--- src/rtl/alu_pkg.sv ---
// Shared ALU definitions: opcode encodings, flag bit positions and result-buffer entry layout.
package alu_pkg;

  localparam logic [3:0] OP_ADD = 4'b0000;
  localparam logic [3:0] OP_SUB = 4'b0001;
  localparam logic [3:0] OP_INC = 4'b0010;
  localparam logic [3:0] OP_DEC = 4'b0011;
  localparam logic [3:0] OP_AND = 4'b0100;
  localparam logic [3:0] OP_OR  = 4'b0101;
  localparam logic [3:0] OP_XOR = 4'b0110;
  localparam logic [3:0] OP_NOT = 4'b0111;
  localparam logic [3:0] OP_SHL = 4'b1000;
  localparam logic [3:0] OP_SHR = 4'b1001;

  localparam int unsigned FLAG_C = 0;
  localparam int unsigned FLAG_Z = 1;
  localparam int unsigned FLAG_N = 2;

  localparam int unsigned DATA_W  = 32;
  localparam int unsigned SEL_W   = 4;
  localparam int unsigned FLAG_W  = 3;
  // Entry layout is {y, sel, flags}
  localparam int unsigned ENTRY_W = DATA_W + SEL_W + FLAG_W;

endpackage

--- src/rtl/alu_result_fifo.sv ---
// Generic circular-buffer FIFO with wrap-bit pointers; occupancy is the pointer difference.
module alu_result_fifo #(
  parameter int unsigned DEPTH = 4,
  parameter int unsigned WIDTH = 39
) (
  input  logic                     clk,
  input  logic                     rst,
  input  logic                     push,
  input  logic                     pop,
  input  logic [WIDTH-1:0]         wdata,
  output logic [WIDTH-1:0]         rdata,
  output logic                     full,
  output logic                     empty,
  output logic [$clog2(DEPTH):0]   count
);

  localparam int unsigned AW = $clog2(DEPTH);

  logic [AW:0]      wptr_q, wptr_d, rptr_q, rptr_d;
  logic [WIDTH-1:0] mem_q [DEPTH];
  logic [WIDTH-1:0] mem_d [DEPTH];
  logic             do_push, do_pop;

  assign full    = (wptr_q[AW-1:0] == rptr_q[AW-1:0]) && (wptr_q[AW] != rptr_q[AW]);
  assign empty   = (wptr_q == rptr_q);
  assign count   = wptr_q - rptr_q;
  assign rdata   = mem_q[rptr_q[AW-1:0]];
  assign do_push = push && !full;
  assign do_pop  = pop && !empty;

  always_comb begin
    wptr_d = wptr_q;
    rptr_d = rptr_q;
    mem_d  = mem_q;
    if (do_push) begin
      mem_d[wptr_q[AW-1:0]] = wdata;
      wptr_d = wptr_q + 1'b1;
    end
    if (do_pop) begin
      rptr_d = rptr_q + 1'b1;
    end
  end

  always_ff @(posedge clk or posedge rst) begin
    if (rst) begin
      wptr_q <= '0;
      rptr_q <= '0;
    end else begin
      wptr_q <= wptr_d;
      rptr_q <= rptr_d;
    end
  end

  // Storage has no reset; entries are only visible through valid pointers
  always_ff @(posedge clk) begin
    mem_q <= mem_d;
  end

endmodule

--- src/rtl/alu_result_buf.sv ---
// ALU result buffer: derives {N,Z,C}, queues entries, keeps sticky flags.
// Optional saturating statistics counters when ALU_RESULT_BUF_STATS_EN is defined.
module alu_result_buf
  import alu_pkg::*;
#(
  parameter int unsigned DEPTH = 4,
  parameter int unsigned WIDTH = 32
) (
  input  logic                   clk,
  input  logic                   rst,
  input  logic                   in_valid,
  output logic                   in_ready,
  input  logic [WIDTH-1:0]       in_y,
  input  logic                   in_cout,
  input  logic [3:0]             in_sel,
  output logic                   out_valid,
  input  logic                   out_ready,
  output logic [WIDTH-1:0]       out_y,
  output logic [3:0]             out_sel,
  output logic [2:0]             out_flags,
  output logic [$clog2(DEPTH):0] count,
`ifdef ALU_RESULT_BUF_STATS_EN
  input  logic                   stats_clr,
  output logic [15:0]            stat_push,
  output logic [15:0]            stat_stall,
  output logic [15:0]            stat_full,
`endif
  output logic [2:0]             sticky_flags,
  input  logic                   clr_sticky
);

  localparam int unsigned EW = WIDTH + SEL_W + FLAG_W;

  logic              full, empty, push, pop;
  logic [2:0]        in_flags;
  logic [EW-1:0]     head;
  logic [2:0]        sticky_q, sticky_d;

  assign in_ready  = !full;
  assign out_valid = !empty;
  assign push      = in_valid && in_ready;
  assign pop       = out_valid && out_ready;

  always_comb begin
    in_flags         = '0;
    in_flags[FLAG_C] = (in_sel[3:2] == OP_ADD[3:2]) ? in_cout : 1'b0;
    in_flags[FLAG_Z] = (in_y == '0);
    in_flags[FLAG_N] = in_y[WIDTH-1];
  end

  alu_result_fifo #(
    .DEPTH (DEPTH),
    .WIDTH (EW)
  ) u_fifo (
    .clk   (clk),
    .rst   (rst),
    .push  (push),
    .pop   (pop),
    .wdata ({in_y, in_sel, in_flags}),
    .rdata (head),
    .full  (full),
    .empty (empty),
    .count (count)
  );

  assign {out_y, out_sel, out_flags} = out_valid ? head : '0;

  always_comb begin
    sticky_d = sticky_q;
    if (clr_sticky) begin
      sticky_d = push ? in_flags : '0;
    end else if (push) begin
      sticky_d = sticky_q | in_flags;
    end
  end

  always_ff @(posedge clk or posedge rst) begin
    if (rst) sticky_q <= '0;
    else     sticky_q <= sticky_d;
  end

  assign sticky_flags = sticky_q;

`ifdef ALU_RESULT_BUF_STATS_EN
  logic [15:0] stat_push_q, stat_push_d;
  logic [15:0] stat_stall_q, stat_stall_d;
  logic [15:0] stat_full_q, stat_full_d;

  always_comb begin
    stat_push_d  = stat_push_q;
    stat_stall_d = stat_stall_q;
    stat_full_d  = stat_full_q;
    if (stats_clr) begin
      stat_push_d  = '0;
      stat_stall_d = '0;
      stat_full_d  = '0;
    end else begin
      if (push && stat_push_q != '1)                     stat_push_d  = stat_push_q + 1'b1;
      if (out_valid && !out_ready && stat_stall_q != '1) stat_stall_d = stat_stall_q + 1'b1;
      if (in_valid && !in_ready && stat_full_q != '1)    stat_full_d  = stat_full_q + 1'b1;
    end
  end

  always_ff @(posedge clk or posedge rst) begin
    if (rst) begin
      stat_push_q  <= '0;
      stat_stall_q <= '0;
      stat_full_q  <= '0;
    end else begin
      stat_push_q  <= stat_push_d;
      stat_stall_q <= stat_stall_d;
      stat_full_q  <= stat_full_d;
    end
  end

  assign stat_push  = stat_push_q;
  assign stat_stall = stat_stall_q;
  assign stat_full  = stat_full_q;
`endif

endmodule

--- config.mk ---
export PLATFORM = sky130hd
export DESIGN_NAME = alu_result_buf
export DESIGN_NICKNAME = d
export VERILOG_FILES = /design/src/rtl/alu_pkg.sv /design/src/rtl/alu_result_fifo.sv /design/src/rtl/alu_result_buf.sv
export SDC_FILE = /design/constraint.sdc
export NUM_CORES = 1
export LEC_CHECK = 0
export CORE_AREA = 2 2 111 113
export DETAILED_ROUTE_END_ITERATION = 8
export DIE_AREA = 0 0 113 115
export GPL_TIMING_DRIVEN = 0
export PLACE_DENSITY = 0.88
export SLEW_MARGIN = 20
export SYNTH_ARGS = -nofsm -noshare
export SYNTH_HDL_FRONTEND = slang
export SYNTH_SLANG_ARGS = --single-unit
--- constraint.sdc ---
create_clock -name clk -period 8.15 [get_ports clk]
set_input_delay 1.2225 -clock clk [delete_from_list [all_inputs] [get_ports clk]]
set_output_delay 1.2225 -clock clk [all_outputs]
set_load 0.005 [all_outputs]
==> run metrics, run 1 <==
CP cell instances=buf_1 > inv_1 > ha_1 > nand2_1 > nor2_1 > clkbuf_1 > nor2b_1 > clkdlybuf4s50_1; Synth top area share=0.717; Syn Area/Cell=21.0 um^2; CP startpoint kind=register; Cells after DPL=542; GRT overflow=0; HPWL Detailed=7.95 mm; status=finished with violations; final period utilization=0.550; H-tree depth=4; DR vias/cell=5.64; post-synthesis instance total=303; Syn Std Cell Area=0.00637 mm^2; Post-CTS Setup Bufs=0; main flop type after synthesis=edfxtp_1; Iteration-0 DRC Markers=200; Sw Share=0.291; n_diodes=0; antenna violations before repair=0; Non-Filler Instances=about 570; CP max stage delay=0.51 ns; failing checks=design-rule violations; die area=0.0130 mm^2; CP Class=register to primary output; minimum clock period=approximately 4.5 ns; CTS tree=built; worst endpoint data arrival time=between 3 and 4 ns; sw power=946 uW; RR Startpoint=u_fifo.rptr_q[1]; Reg power frac=0.361; Finish-stage setup viols=0; DRC Markers=7; top post-synthesis cells by area=edfxtp_1 72%, mux4_2 13%, nor2b_1 3.6%; Async SR Flop Fraction=0.0559; Post-synth EDFFs=152; most numerous cell in the Yosys netlist=edfxtp_1; fraction of layout instances using a drive strength above 1=0.199; setup slack, reg-to-reg=5.20 ns; RD Place Congestion=about 0.7; Synth Warn #=0; Num CTS Buffers=17; post-synth top area cell=edfxtp_1; antenna violation net count after detailed routing=0; IO Count=just under 90; slew margin rel.=0.550; PortBufs=88; CTS root buf=clkbuf_16; P_leak=0.00271 uW; number of global-route vias before repair=between 3000 and 4000; synth-to-layout area growth=26.6%; Setup TNS Final=0 ns; Routed WL=12.4 mm; worst-margin pin slew=between 0.6 and 0.7 ns; PostCTS Resize Cnt=0; drt wl/cell=21.6 um; Starting Density=0.539; Netlist cell types=28; Layout Nets=464; via count=3240; Overall Global Routing Usage=0.204; CTS max path bufs=2; hold path startpoint=sticky_flags[2]; CP startpoint=u_fifo.rptr_q[1]; Worst setup EP type=primary output; Slew Limit Fails=0; maximum VDD drop=0.240 mV; synth cell count leaders=152 x edfxtp_1, 38 x mux4_2, 37 x nor2b_1; Worst-path clk slew=~0.06 ns; first-pass iteration count of the detailed router=6; post-synthesis sequential area ratio=0.752; Die Width=113 um; unrepaired setup endpoints after global routing=no; Max Clk Rate=0.223 GHz; Die Span Y=115 um; clock share of power=0.224; Min-Delay Path Class=register to register; Gate power share=0.415; Worst Skew=0.00318 ns; MaxCap Viol Count=0; CTS Hold Buffers Added=0; largest net degree at the start of global routing=30; Clock Sinks=roughly 160; worst endpoint required time=6.93 ns; num rows=40; final hold vios=0; total power=3250 uW; Placeable Area=0.0118 mm^2; Critical-path top delay cell=buf_1; Worst-Skew Late Latency=about 0.41 ns; internal cell power=approximately 2300 uW; first-pass GRT wire length=about 19 mm; power density over the cells=404 mW/mm^2; Yosys reg bits=161; CP max FO=10; Synth Net Count=353
cells by family (layout without fill, tap and decap cells):
logic type / Yosys count / in the layout / synth area share
flip-flops: 161 / 161 / 0.752
AND/OR/NAND/NOR: 56 / 56 / 0.0550
multiplexers: 40 / 40 / 0.138
buffers and inverters: 23 / 147 / 0.0191
adder cells (fa/ha/maj): 8 / 8 / 0.0169
AO/OA/AOI/OAI: 8 / 8 / 0.00924
XOR/XNOR: 7 / 7 / 0.00963
worst max-delay path: cells and delay by family (launching register included):
| kind | cells | cell delay (ns) |
|---|---|---|
| adders and majority gates | 1 | 0.32 |
| buffers and inverters | 4 | 1.60 |
| DFF | 1 | 0.47 |
| and+or+nand+nor | 3 | 0.47 |
state kept, by name (all words and copies together) (netlist names):
| signal | count |
|---|---|
| sticky_flags | 3 |
| u_fifo.mem_q | 152 |
| u_fifo.rptr_q | 3 |
| u_fifo.wptr_q | 3 |
final timing paths:
path                                     to  cells after the start
setup / recovery                  out_y[25]                      8
hold / removal              sticky_flags[2]                      1
setup reg to reg           u_fifo.mem_q[92]                      7
hold reg to reg             sticky_flags[2]                      1
max in group asynchronous  u_fifo.wptr_q[0]                      2
min in group asynchronous   sticky_flags[2]                      2
metrics by stage:
stage	area (um^2)	util	hold WS [ns]	worst slack, ns
6_report	8060	0.683	0.524	3.67
5_1_grt	8060	0.683	0.548	3.41
4_1_cts	8060	0.683	0.522	3.67
3_5_place_dp	7520	0.636	0.501	4.13
3_3_place_gp	7430	0.629	0.494	4.05
2_1_floorplan	6370	-	0.498	5.13
layout by cell type (no fill, tap or decap), types with 2 or more instances in the layout:
cell type | netlist | layout
a22o_1 | 2 | 2
and2_2 | 0 | 3
buf_1 | 4 | 4
buf_12 | 0 | 4
buf_4 | 3 | 3
buf_6 | 3 | 3
clkbuf_1 | 2 | 3
clkbuf_16 | 0 | 17
clkdlybuf4s50_1 | 0 | 88
clkinv_1 | 0 | 2
clkinv_2 | 0 | 5
clkinv_4 | 0 | 3
dfrtp_1 | 9 | 9
edfxtp_1 | 152 | 152
ha_1 | 7 | 7
inv_1 | 10 | 9
mux2_2 | 2 | 2
mux4_2 | 38 | 38
nand4_1 | 2 | 2
nor2_1 | 2 | 2
nor2b_1 | 37 | 37
nor4_1 | 8 | 8
o211ai_1 | 2 | 2
o21ai_0 | 2 | 2
xnor2_1 | 6 | 6
final cells by class:
class | instances | area (um^2)
sequential | 161 | 4790
fill | 771 | 3750
multi-input combinational | 119 | 1460
timing repair buffer | 92 | 961
clock buffer | 18 | 429
tap | 147 | 184
clock inverter | 14 | 116
buffer | 13 | 83.8
inverter | 10 | 37.5
power by group through the flow:
stage | logic, uW | registers [uW] | clock network (uW)
floorplan | 686 | 1170 | 0
global placement | 1310 | 1190 | 0
detailed placement | 1360 | 1190 | 0
CTS | 1380 | 1180 | 738
global route | 1460 | 1190 | 773
finish | 1350 | 1180 | 728
routing by layer:
layer	vias up	global-route usage	wire length (um)
met5	-	0	0
met4	0	0.0813	230
met3	19	0.0569	676
met2	113	0.327	6280
met1	1669	0.270	5240
li1	1439	-	-
Note: power is estimated with default switching activity, not from simulation.
==> inputs of run 2 (changes only) <==
--- a/config.mk
+++ b/config.mk
@@ -5,11 +5,11 @@
 export SDC_FILE = /design/constraint.sdc
 export NUM_CORES = 1
 export LEC_CHECK = 0
-export CORE_AREA = 2 2 111 113
+export CORE_AREA = 2 2 112 114
 export DETAILED_ROUTE_END_ITERATION = 8
-export DIE_AREA = 0 0 113 115
+export DIE_AREA = 0 0 114 116
 export GPL_TIMING_DRIVEN = 0
-export PLACE_DENSITY = 0.88
+export PLACE_DENSITY = 0.87
 export SLEW_MARGIN = 20
 export SYNTH_ARGS = -nofsm -noshare
 export SYNTH_HDL_FRONTEND = slang
==> constraint.sdc (replaced) <==
create_clock -name clk -period 4.6 [get_ports clk]
set_input_delay 0.69 -clock clk [delete_from_list [all_inputs] [get_ports clk]]
set_output_delay 0.69 -clock clk [all_outputs]
set_load 0.005 [all_outputs]
==> run metrics, run 2 (same netlist as run 1, synthesis figures left out) <==
drt wl/cell=20.7 um (-4.5%); PostCTS Resize Cnt=0 (unchanged); CTS root buf=clkbuf_16; maximum VDD drop=0.449 mV (+87%); Overall Global Routing Usage=0.195 (-0.00924); HPWL Detailed=7.61 mm (-4.2%); final hold vios=0 (unchanged); num rows=40 (unchanged); dpl ws=1.09 ns (-3.04 ns); CP Class=register to primary output; Non-Filler Instances=574 (unchanged); Final Instance Area=0.00820 mm^2 (+1.7%); area of the multi-input gates=0.00146 mm^2 (unchanged); antenna violations before repair=0 (unchanged); Worst-Skew Late Latency=0.42 ns (about the same); antenna violation net count after detailed routing=0 (unchanged); Core Util, Final=0.688 (+0.00561); Setup TNS Final=0 ns (unchanged); PortBufs=88 (unchanged); via count=3218 (-0.68%); Max Clk Rate=0.256 GHz; worst endpoint required time=3.91 ns (-3.02 ns); power density over the cells=734 mW/mm^2 (+82%); Global Route met1 Usage=0.256 (-0.0140); Biggest register=u_fifo.mem_q; Register Area=0.00479 mm^2 (unchanged); worst-margin pin slew=0.682 ns (+0.00706 ns); DRC Markers=0 (-7); largest net degree at the start of global routing=27 (-10%); worst endpoint data arrival time=3.22 ns (-0.04 ns); fraction of layout instances using a drive strength above 1=0.201 (+0.00234); Routed WL=11.9 mm (-4.5%); n_diodes=0 (unchanged); most frequent cells in the layout=152 x edfxtp_1, 88 x clkdlybuf4s50_1, 38 x mux4_2; first-pass GRT wire length=18.6 mm (-3.1%); synth-to-layout area growth=28.7%; most common cell after layout, fill and taps aside=edfxtp_1; GRT overflow=0 (unchanged); peak-usage layer in the global routing report=met2; DR vias/cell=5.61 (-0.68%); slew margin rel.=0.546 (-0.00471); Num CTS Buffers=17 (unchanged); unrepaired setup endpoints after global routing=no; Die Width=114 um (+0.88%); RD Place Congestion=0.747 (+7.3%); P_leak=0.00277 uW (+2.1%); Slew Limit Fails=0 (unchanged); cells on worst reg2reg path=7 (unchanged); CTS Hold Buffers Added=0 (unchanged); Placeable Area=0.0119 mm^2 (+0.85%); Global Route met3 Usage=0.0664 (+0.00949); status=finished, final reports clean; met2 GRT Util=0.315 (-0.0123); first-pass iteration count of the detailed router=4 (-2); CTS max path bufs=2 (unchanged); Clock Sinks=161 (unchanged); final period utilization=0.849; die area=0.0132 mm^2 (+1.8%); Worst setup EP type=primary output; IO Count=89 (unchanged); Finish-stage setup viols=0 (unchanged); Layout Nets=464 (unchanged); MaxCap Viol Count=0 (unchanged); Post-CTS Setup Bufs=0 (unchanged); CTS tree=built; Die Span Y=116 um (+0.87%); Iteration-0 DRC Markers=180 (-10%); number of global-route vias before repair=3367 (-1.1%); Starting Density=0.535 (-0.00453); filler instances=782 (+1.4%); Min-Delay Path Class=register to register; minimum clock period=3.91 ns; hold depth=1 (unchanged); CP max FO=10 (unchanged); Worst-path clk slew=0.06 ns (about the same); H-tree depth=4 (unchanged); Worst Skew=0.00723 ns (+0.00405 ns); CP startpoint kind=register; max reg flops=152 (unchanged); min setup slack post-route=0.694 ns (-2.97 ns); Cells after DPL=542 (unchanged); placed cell areas=0.00753 mm^2 (+0.20%)
==> run 2: cell types whose count changed in the layout (fill, tap and decap cells not counted), moves of 2 or more <==
cell | previous run | this run
bufinv_16 | 1 | 6
clkinv_2 | 5 | 2
buf_12 | 4 | 2
buf_16 | 0 | 2
==> run 2: layout make-up <==
type                            count  area share
Sequential cell                   161       0.584
Multi-Input combinational cell    119       0.178
Timing Repair Buffer               92       0.119
Clock buffer                       17      0.0519
Clock inverter                     15      0.0293
Tap cell                          147      0.0224
Buffer                             13      0.0102
Inverter                           10     0.00458
==> run 2: worst paths after layout <==
check / from / to / slack [ns]
worst max-delay path: u_fifo.rptr_q[1] / out_y[28] / 0.69
min in group asynchronous: rst / sticky_flags[0] / 0.56
max in group asynchronous: rst / u_fifo.rptr_q[0] / 3.74
worst min register to register: sticky_flags[0] / sticky_flags[0] / 0.51
worst max register to register: u_fifo.rptr_q[1] / u_fifo.mem_q[63] / 1.56
worst min-delay path: sticky_flags[0] / sticky_flags[0] / 0.51
==> run 2: through the flow <==
stage | hold WS [ns] | power, uW
4_1_cts | 0.516 | 6100
3_3_place_gp | 0.495 | 4420
5_1_grt | 0.535 | 6330
3_5_place_dp | 0.496 | 4520
2_1_floorplan | 0.498 | 3300
6_report | 0.513 | 6020
==> run 2: worst max-delay path, cell delays in order, from the launching register on <==
cell and delay, ns:
dfrtp_1 0.46, buf_1 0.50, inv_1 0.09, ha_1 0.31, nand2_1 0.13, nor2_1 0.22
clkbuf_1 0.47, nor2b_1 0.14, clkdlybuf4s50_1 0.48
==> run 2: routing by layer <==
layer / routed length (um) / part of all wire
met5: 0 / 0
met3: 759 / 0.064
met2: 5990 / 0.50
met4: 143 / 0.012
met1: 4980 / 0.42
==> run 2: report_power, final <==
part	internal [uW]	switching (uW)
Clock	1010	546
Combinational	1370	1010
Sequential	1980	96.7
Total	4370	1660
